## src/rtl/pipe_link_channel.sv

```systemverilog
// Behavioural PIPE channel between two link partners, with link-down beat loss and single-bit error injection.
// Latency LATENCY cycles per direction; no backpressure, and beats offered while the link is down are dropped.
module pipe_link_channel #(
  parameter int PIPE_DATA_WIDTH = 256,
  parameter int LATENCY         = 4,
  parameter int CNT_WIDTH       = 32
) (
  input  logic                               clk,
  input  logic                               rst_n,
  input  logic [PIPE_DATA_WIDTH-1:0]         a_txdata_i,
  input  logic                               a_txvalid_i,
  output logic [PIPE_DATA_WIDTH-1:0]         a_rxdata_o,
  output logic                               a_rxvalid_o,
  input  logic [PIPE_DATA_WIDTH-1:0]         b_txdata_i,
  input  logic                               b_txvalid_i,
  output logic [PIPE_DATA_WIDTH-1:0]         b_rxdata_o,
  output logic                               b_rxvalid_o,
  input  logic                               link_up_i,
  input  logic                               inj_arm_i,
  input  logic                               inj_dir_i,
  input  logic [15:0]                        inj_beat_i,
  input  logic [$clog2(PIPE_DATA_WIDTH)-1:0] inj_bit_i,
  output logic                               inj_busy_o,
  output logic                               inj_done_o,
  output logic [CNT_WIDTH-1:0]               ab_beat_cnt_o,
  output logic [CNT_WIDTH-1:0]               ba_beat_cnt_o,
  output logic [CNT_WIDTH-1:0]               drop_cnt_o
);

  localparam int BIT_W = $clog2(PIPE_DATA_WIDTH);

  typedef struct packed {
    logic                       vld;
    logic [PIPE_DATA_WIDTH-1:0] dat;
  } beat_t;

  typedef enum logic {IDLE, ARMED} state_t;

  beat_t ab_q [LATENCY];
  beat_t ba_q [LATENCY];

  state_t               state_q, state_d;
  logic                 dir_q, dir_d;
  logic [BIT_W-1:0]     bit_q, bit_d;
  logic [15:0]          skip_q, skip_d;
  logic                 done_d;
  logic                 hit;
  logic [PIPE_DATA_WIDTH-1:0] flip_mask, ab_flip, ba_flip;

  logic ab_acc, ba_acc, ab_drop, ba_drop;
  logic [1:0] drop_inc;

  assign ab_acc   = a_txvalid_i & link_up_i;
  assign ba_acc   = b_txvalid_i & link_up_i;
  assign ab_drop  = a_txvalid_i & ~link_up_i;
  assign ba_drop  = b_txvalid_i & ~link_up_i;
  assign drop_inc = {1'b0, ab_drop} + {1'b0, ba_drop};

  assign flip_mask = {{(PIPE_DATA_WIDTH-1){1'b0}}, 1'b1} << bit_q;

  function automatic logic [CNT_WIDTH-1:0] sat_add(input logic [CNT_WIDTH-1:0] c,
                                                   input logic [1:0] n);
    logic [CNT_WIDTH:0] s;
    s = {1'b0, c} + {{(CNT_WIDTH-1){1'b0}}, n};
    return s[CNT_WIDTH] ? {CNT_WIDTH{1'b1}} : s[CNT_WIDTH-1:0];
  endfunction

  // Injection FSM: the beat in the arm cycle is never eligible because state is still IDLE.
  always_comb begin
    state_d = state_q;
    dir_d   = dir_q;
    bit_d   = bit_q;
    skip_d  = skip_q;
    done_d  = 1'b0;
    ab_flip = '0;
    ba_flip = '0;
    hit     = dir_q ? ba_acc : ab_acc;
    case (state_q)
      IDLE: begin
        if (inj_arm_i) begin
          state_d = ARMED;
          dir_d   = inj_dir_i;
          bit_d   = inj_bit_i;
          skip_d  = inj_beat_i;
        end
      end
      ARMED: begin
        if (hit) begin
          if (skip_q != 16'd0) begin
            skip_d = skip_q - 16'd1;
          end else begin
            state_d = IDLE;
            done_d  = 1'b1;
            if (dir_q) ba_flip = flip_mask;
            else       ab_flip = flip_mask;
          end
        end
      end
      default: state_d = IDLE;
    endcase
  end

  always_ff @(posedge clk or negedge rst_n) begin
    if (!rst_n) begin
      state_q    <= IDLE;
      dir_q      <= 1'b0;
      bit_q      <= '0;
      skip_q     <= '0;
      inj_done_o <= 1'b0;
    end else begin
      state_q    <= state_d;
      dir_q      <= dir_d;
      bit_q      <= bit_d;
      skip_q     <= skip_d;
      inj_done_o <= done_d;
    end
  end

  assign inj_busy_o = (state_q == ARMED);

  // Delay lines shift unconditionally; idle slots carry zero data so rx data is 0 when not valid.
  always_ff @(posedge clk or negedge rst_n) begin
    if (!rst_n) begin
      for (int i = 0; i < LATENCY; i++) begin
        ab_q[i] <= '0;
        ba_q[i] <= '0;
      end
    end else begin
      ab_q[0] <= beat_t'{vld: ab_acc, dat: ab_acc ? (a_txdata_i ^ ab_flip) : '0};
      ba_q[0] <= beat_t'{vld: ba_acc, dat: ba_acc ? (b_txdata_i ^ ba_flip) : '0};
      for (int i = 1; i < LATENCY; i++) begin
        ab_q[i] <= ab_q[i-1];
        ba_q[i] <= ba_q[i-1];
      end
    end
  end

  assign b_rxvalid_o = ab_q[LATENCY-1].vld;
  assign b_rxdata_o  = ab_q[LATENCY-1].dat;
  assign a_rxvalid_o = ba_q[LATENCY-1].vld;
  assign a_rxdata_o  = ba_q[LATENCY-1].dat;

  always_ff @(posedge clk or negedge rst_n) begin
    if (!rst_n) begin
      ab_beat_cnt_o <= '0;
      ba_beat_cnt_o <= '0;
      drop_cnt_o    <= '0;
    end else begin
      ab_beat_cnt_o <= sat_add(ab_beat_cnt_o, {1'b0, ab_acc});
      ba_beat_cnt_o <= sat_add(ba_beat_cnt_o, {1'b0, ba_acc});
      drop_cnt_o    <= sat_add(drop_cnt_o, drop_inc);
    end
  end

endmodule

```

## config.mk

```make
export PLATFORM = sky130hd
export DESIGN_NAME = pipe_link_channel
export DESIGN_NICKNAME = d
export VERILOG_FILES = /design/src/rtl/pipe_link_channel.sv
export SDC_FILE = /design/constraint.sdc
export NUM_CORES = 2
export LEC_CHECK = 0
export CAP_MARGIN = 20
export CORE_AREA = 8 8 449 451
export CTS_BUF_LIST = sky130_fd_sc_hd__clkbuf_16
export DETAILED_ROUTE_END_ITERATION = 7
export DIE_AREA = 0 0 457 459
export RECOVER_POWER = 50
export SETUP_SLACK_MARGIN = 0.1
export SLEW_MARGIN = 20
export SYNTH_ARGS = -nofsm -noshare
export SYNTH_HDL_FRONTEND = slang
export SYNTH_SLANG_ARGS = --single-unit
```

## constraint.sdc

```tcl
create_clock -name clk -period 8.4 [get_ports clk]
set_clock_uncertainty 0.2 [all_clocks]
set_input_delay 0.84 -clock clk [delete_from_list [all_inputs] [get_ports clk]]
set_output_delay 0.84 -clock clk [all_outputs]
set_load 0.1 [all_outputs]
```

# Word level (Yosys, flattened, before mapping)
# Index checks and enable logic that the tools add are counted.
[op_classes] n_addsub=5 n_eq_ne=3 shifts=1 muxes=25 bitwise=8 n_reduce_logical=3
[ops] op="$mux W256" count=10
[ops] op="$xor A256 B256 Y256" count=2
[ops] op="$shl A1 B8 Y256 const A" count=1
[ops] op="$mux W32" count=3
[ops] op="$add A32 B1 Y33" count=2
[ops] op="$mux W16" count=3
[ops] op="$add A32 B2 Y33" count=1
[ops] op="$pmux W16 S2" count=1
[ops] op="$reduce_bool A16 Y1" count=1
[ops] op="$sub A16 B1 Y16 const B" count=1
[ops] op="$mux W1" count=7
[ops] op="$and A1 B1 Y1" count=4
[ops] op="$ne A2 B1 Y1 const B" count=2
[ops] op="$reduce_and A3 Y1" count=1
[ops] op="$add A1 B1 Y2" count=1
[ops] op="$ne A2 B2 Y1 const B" count=1
[ops] op="$not A1 Y1" count=2
[ops] op="$pmux W1 S2" count=1
[ops] op="$reduce_and A2 Y1" count=1
[totals] ff_bits=2179

# Longest topological paths before layout
[logic_depth] word_depth=7 ltp_mapped=12 mapped_depth_nobuf=9

# Worst setup path before layout
# OpenSTA, ideal clock, no wires.
[synth_timing] kind="input to register" from="input port link_up_i" to="register ba_beat_cnt_o[30]" t_arrival_ns=3.551 required_ns=8.074 path_slack_ns=4.523 path_stages=11 n_path_buf=2 cell_sequence="clkbuf_1 -> nand2_1 -> clkbuf_1 -> inv_1 -> ha_1 -> ha_1 -> nand3_1 -> nor4_1 -> and2_1 -> nand3_1 -> mux2_2"
[synth_between] elab_chain_len=3
[synth_rtl] element="start, declared" line="18" source="input logic link_up_i,"
[synth_rtl] element="$and A1 B1 Y1" line="54" source="assign ba_acc = b_txvalid_i & link_up_i;"
[synth_rtl] element="via ba_acc" line="50" source="logic ab_acc, ba_acc, ab_drop, ba_drop;"
[synth_rtl] element="$add A32 B1 Y33" line="64" source="s = {1'b0, c} + {{(CNT_WIDTH-1){1'b0}}, n};"
[synth_rtl] element="$mux W32" line="65" source="return s[CNT_WIDTH] ? {CNT_WIDTH{1'b1}} : s[CNT_WIDTH-1:0];"
[synth_rtl] element="end signal, assigned" line="150" source="ba_beat_cnt_o <= sat_add(ba_beat_cnt_o, {1'b0, ba_acc});"
[synth_rtl] element="end, declared" line="26" source="output logic [CNT_WIDTH-1:0] ba_beat_cnt_o,"
# The timed path passes the listed nets, and every way through them passes these cells.
# A chain may end at the register's enable or synchronous reset.

==> results.md <==
* Placed Area at roughly 83000 sq um
* Post-CTS resize count at 0
* Crit Path Max Fanout at about 170
* Nets@finish at about 6300
* Xor-xnor portion of the synthesized cell area at less than 1%
* CTS Buffer Depth at 3
* Cts bufs inserted at 215
* Total GRT Usage at between 20% and 30%
* FMAX at about 180 MHz
* Slew margin rel. at -176%
* Synth top area share at 74.4%
* Area leader, netlist: dfrtp_1
* Number of port buffers at ~1200
* M1 WL at 95.8 mm
* Hold Buf Count CTS at 1
* Max Cap Viol at 11
* Core footprint at roughly 190000 sq um
* Wire length on met3 at about 19 mm
* Synth Area in Compound Gates at about 9.3%
* GPL Wtd Cong at roughly 0.86
* I/O pins at around 1200
* Final Hold Fails at 0
* Post-DRT Antenna Nets at 0
* Post-Synthesis Net Count at 5725
* Largest family of logic cells by synthesized area: compound AO/OA/AOI/OAI gates
* Distinct cell type count after synthesis at 55
* Fin crit period at approximately 5400 ps
* Failing checks: capacitance limit, slew limit
* Layout area overhead at 23.6%
* Synth Area per Inst at 14.2 sq um
* Register area share after synthesis at 74.4%
* CTS sink cnt at roughly 2200
* Lkg Pwr at ~41 nW
* Mapped Cells at 5174
* # DRC at 0
* DR vias/cell at ~5.2
* Worst Path Arrival at a little over 5000 ps
* Tightest Pin Transition at 4140 ps
* Post-synthesis adder-cell area fraction at less than 1%
* Skew-Pair Late Insertion Delay at 860 ps
* H-tree levels at 4
* Gr ovfl total at 0
* Fin crit share at between 60 and 70%
* DR top layer: met5
* Hpwl dp at 160 mm
* Fin area at just over 90000 sq um
* Synth warn at 0
* Routed len/inst at approximately 28 microns
* Worst IR Drop VDD at between 0.3 and 0.4 mV
* DR WL met2 at ~110 mm
* Mux share of post-synthesis cell area at 0.207%
* Synth Area in Simple Gates at a little under 8%
* RSZ-0062 raised after global routing: no
* Status: finished with violations
* Seq cells post-synth at 2179
* Crit start category: primary input
* Ys flop type: dfrtp_1
* DR vias at 44100
* Cell Area, Synth at about 73000 sq um
* Largest net degree at the start of global routing at between 150 and 200
* Share of layout cells above drive strength 1 at 7.61%
* Max Slew Vio Count at 767
* Cell Rows at between 150 and 200
* Drt pass-1 iters at 5
* Vias in the first global route at 44300
* Final setup fails at 0
* Post-synth ARST share at 100%
* Hold Crit Class: reg2reg
* Initial antenna violation count at 92
* Clk slew on worst S/H paths at approximately 60 ps
* Synth area leaders: dfrtp_1 (74%), buf_4 (5.2%), or4_1 (4.9%), o31ai_1 (4.9%), a21oi_1 (3.6%)
* CTS tree: done
* Power Density at 257 nW/um^2
* DIE HEIGHT at 459 microns
* Final setup TNS at 0 ps
* Die Wd at 457 microns
* Starting density of the core at a little under two fifths
* CP Capture Type: async pin
* EDFF count, synth at 0
* DIE AREA at 210000 sq um
* Setup repair bufs after CTS at 0
* CTS root buf: clkbuf_16
* Kind of critical path: in2async
* Critical Path RT at 8180 ps
* Iteration-0 DRC Markers at 3071
* Global-route wire length before repair at ~330 mm
* Routed wire length at between 200 and 250 mm
synth_stat cells, drive strengths merged, types with 2 or more instances:
master / number
nand4: 34
dfrtp: 2179
a32oi: 2
inv: 11
o21a: 9
o32ai: 5
o31ai: 476
a21oi: 533
o21ai: 44
clkbuf: 373
nand3b: 4
and3: 15
and4: 12
xnor2: 19
mux2: 9
buf: 534
nor3: 9
or3: 30
ha: 7
nor3b: 2
mux2i: 5
nand4b: 5
nor2: 35
or2: 3
nand2b: 16
and2: 4
nor2b: 13
o22ai: 2
nand3: 55
or4: 482
xor2: 47
o31a: 8
a31oi: 9
nand2: 150
nor4: 18
a41oi: 3
o211ai: 2
worst paths after layout:
path                                      startpoint                       to  slack [ps]  depth (start not counted)
worst max-delay path                           rst_n      ab_q[610]$_DFF_PN0_        2990                          3
worst min-delay path             ba_q[263]$_DFF_PN0_  a_rxdata_o[6]$_DFF_PN0_          90                          0
worst max register to register  inj_busy_o$_DFF_PN0_      ab_q[824]$_DFF_PN0_        3280                          8
worst min register to register   ba_q[263]$_DFF_PN0_  a_rxdata_o[6]$_DFF_PN0_          90                          0
max in group clk                inj_busy_o$_DFF_PN0_      ab_q[824]$_DFF_PN0_        3280                          8
min in group asynchronous                      rst_n      ba_q[926]$_DFF_PN0_         460                          2
stage by stage:
step	util, %	hold WS [ps]	cells	setup WS [ps]	total power, mW
floorplan	-	131	5174	4520	12.9
CTS	46.6	87.3	8427	3900	23.6
global placement	43.0	131	8036	3540	14.0
global route	46.6	98.6	8451	2140	24.2
finish	46.6	94.1	8483	2990	23.3
detailed placement	43.0	135	8036	3450	14.0
cell families (layout without fill, tap and decap cells):
kind of cell | after synthesis | after routing
flip-flops | 2179 | 2179
AO/OA/AOI/OAI | 1098 | 1098
buffers and inverters | 918 | 1630
AND/OR/NAND/NOR | 891 | 891
XOR/XNOR | 66 | 66
multiplexers | 14 | 14
adder cells (fa/ha/maj) | 8 | 8
other | 0 | 55
sequential cells by signal, indices dropped and copies added, names as in the netlist:
| signal | count |
|---|---|
| a_rxdata_o | 256 |
| a_rxvalid_o | 1 |
| ab_beat_cnt_o | 32 |
| ab_q | 771 |
| b_rxdata_o | 256 |
| b_rxvalid_o | 1 |
| ba_beat_cnt_o | 32 |
| ba_q | 771 |
| bit_q | 8 |
| dir_q | 1 |
| drop_cnt_o | 32 |
| inj_busy_o | 1 |
| inj_done_o | 1 |
| skip_q | 16 |
area by class of cell:
class	instances	area, sq um
fill	16900	104000
sequential	2179	54500
multi-input combinational	2077	13600
timing repair buffer	1229	12100
clock buffer	217	5430
tap	2542	3180
clock inverter	173	1590
antenna	55	138
inverter	11	41.3
layout by cell type (no fill, tap or decap), drive strengths merged, types with 9 or more instances in the layout:
| master | count |
|---|---|
| a31oi | 9 |
| nand2 | 150 |
| nor3 | 9 |
| and3 | 15 |
| buf | 110 |
| clkinv | 90 |
| nand4 | 34 |
| clkdlybuf4s50 | 1108 |
| clkinvlp | 14 |
| clkbuf | 227 |
| diode | 55 |
| a21oi | 533 |
| nor4 | 18 |
| inv | 57 |
| xnor2 | 19 |
| or4 | 482 |
| nand3 | 55 |
| or3 | 30 |
| and4 | 12 |
| nor2b | 13 |
| o31ai | 476 |
| dfrtp | 2179 |
| o21a | 9 |
| xor2 | 47 |
| nor2 | 35 |
| o21ai | 44 |
| nand2b | 16 |
| bufinv | 23 |
| mux2 | 9 |
where the power goes:
part / switching, mW / leakage, nW / internal [mW]
Combinational: 1.98 / 7.90 / 0.629
Sequential: 0.233 / 29.3 / 10.9
Clock: 4.13 / 3.53 / 5.40
Total: 6.34 / 40.7 / 17.0
layer usage:
layer  GRT usage (%)  up-vias
met2            34.4     1483
met1            27.5    23100
li1                -    19100
met3            7.96      410
met4            8.29       72
met5               0        -
critical path: stages:
cell and delay [ps]:
dlygate4sd3_1 620, buf_16 470, clkbuf_2 2850
Note: power is estimated with default switching activity, not from simulation.
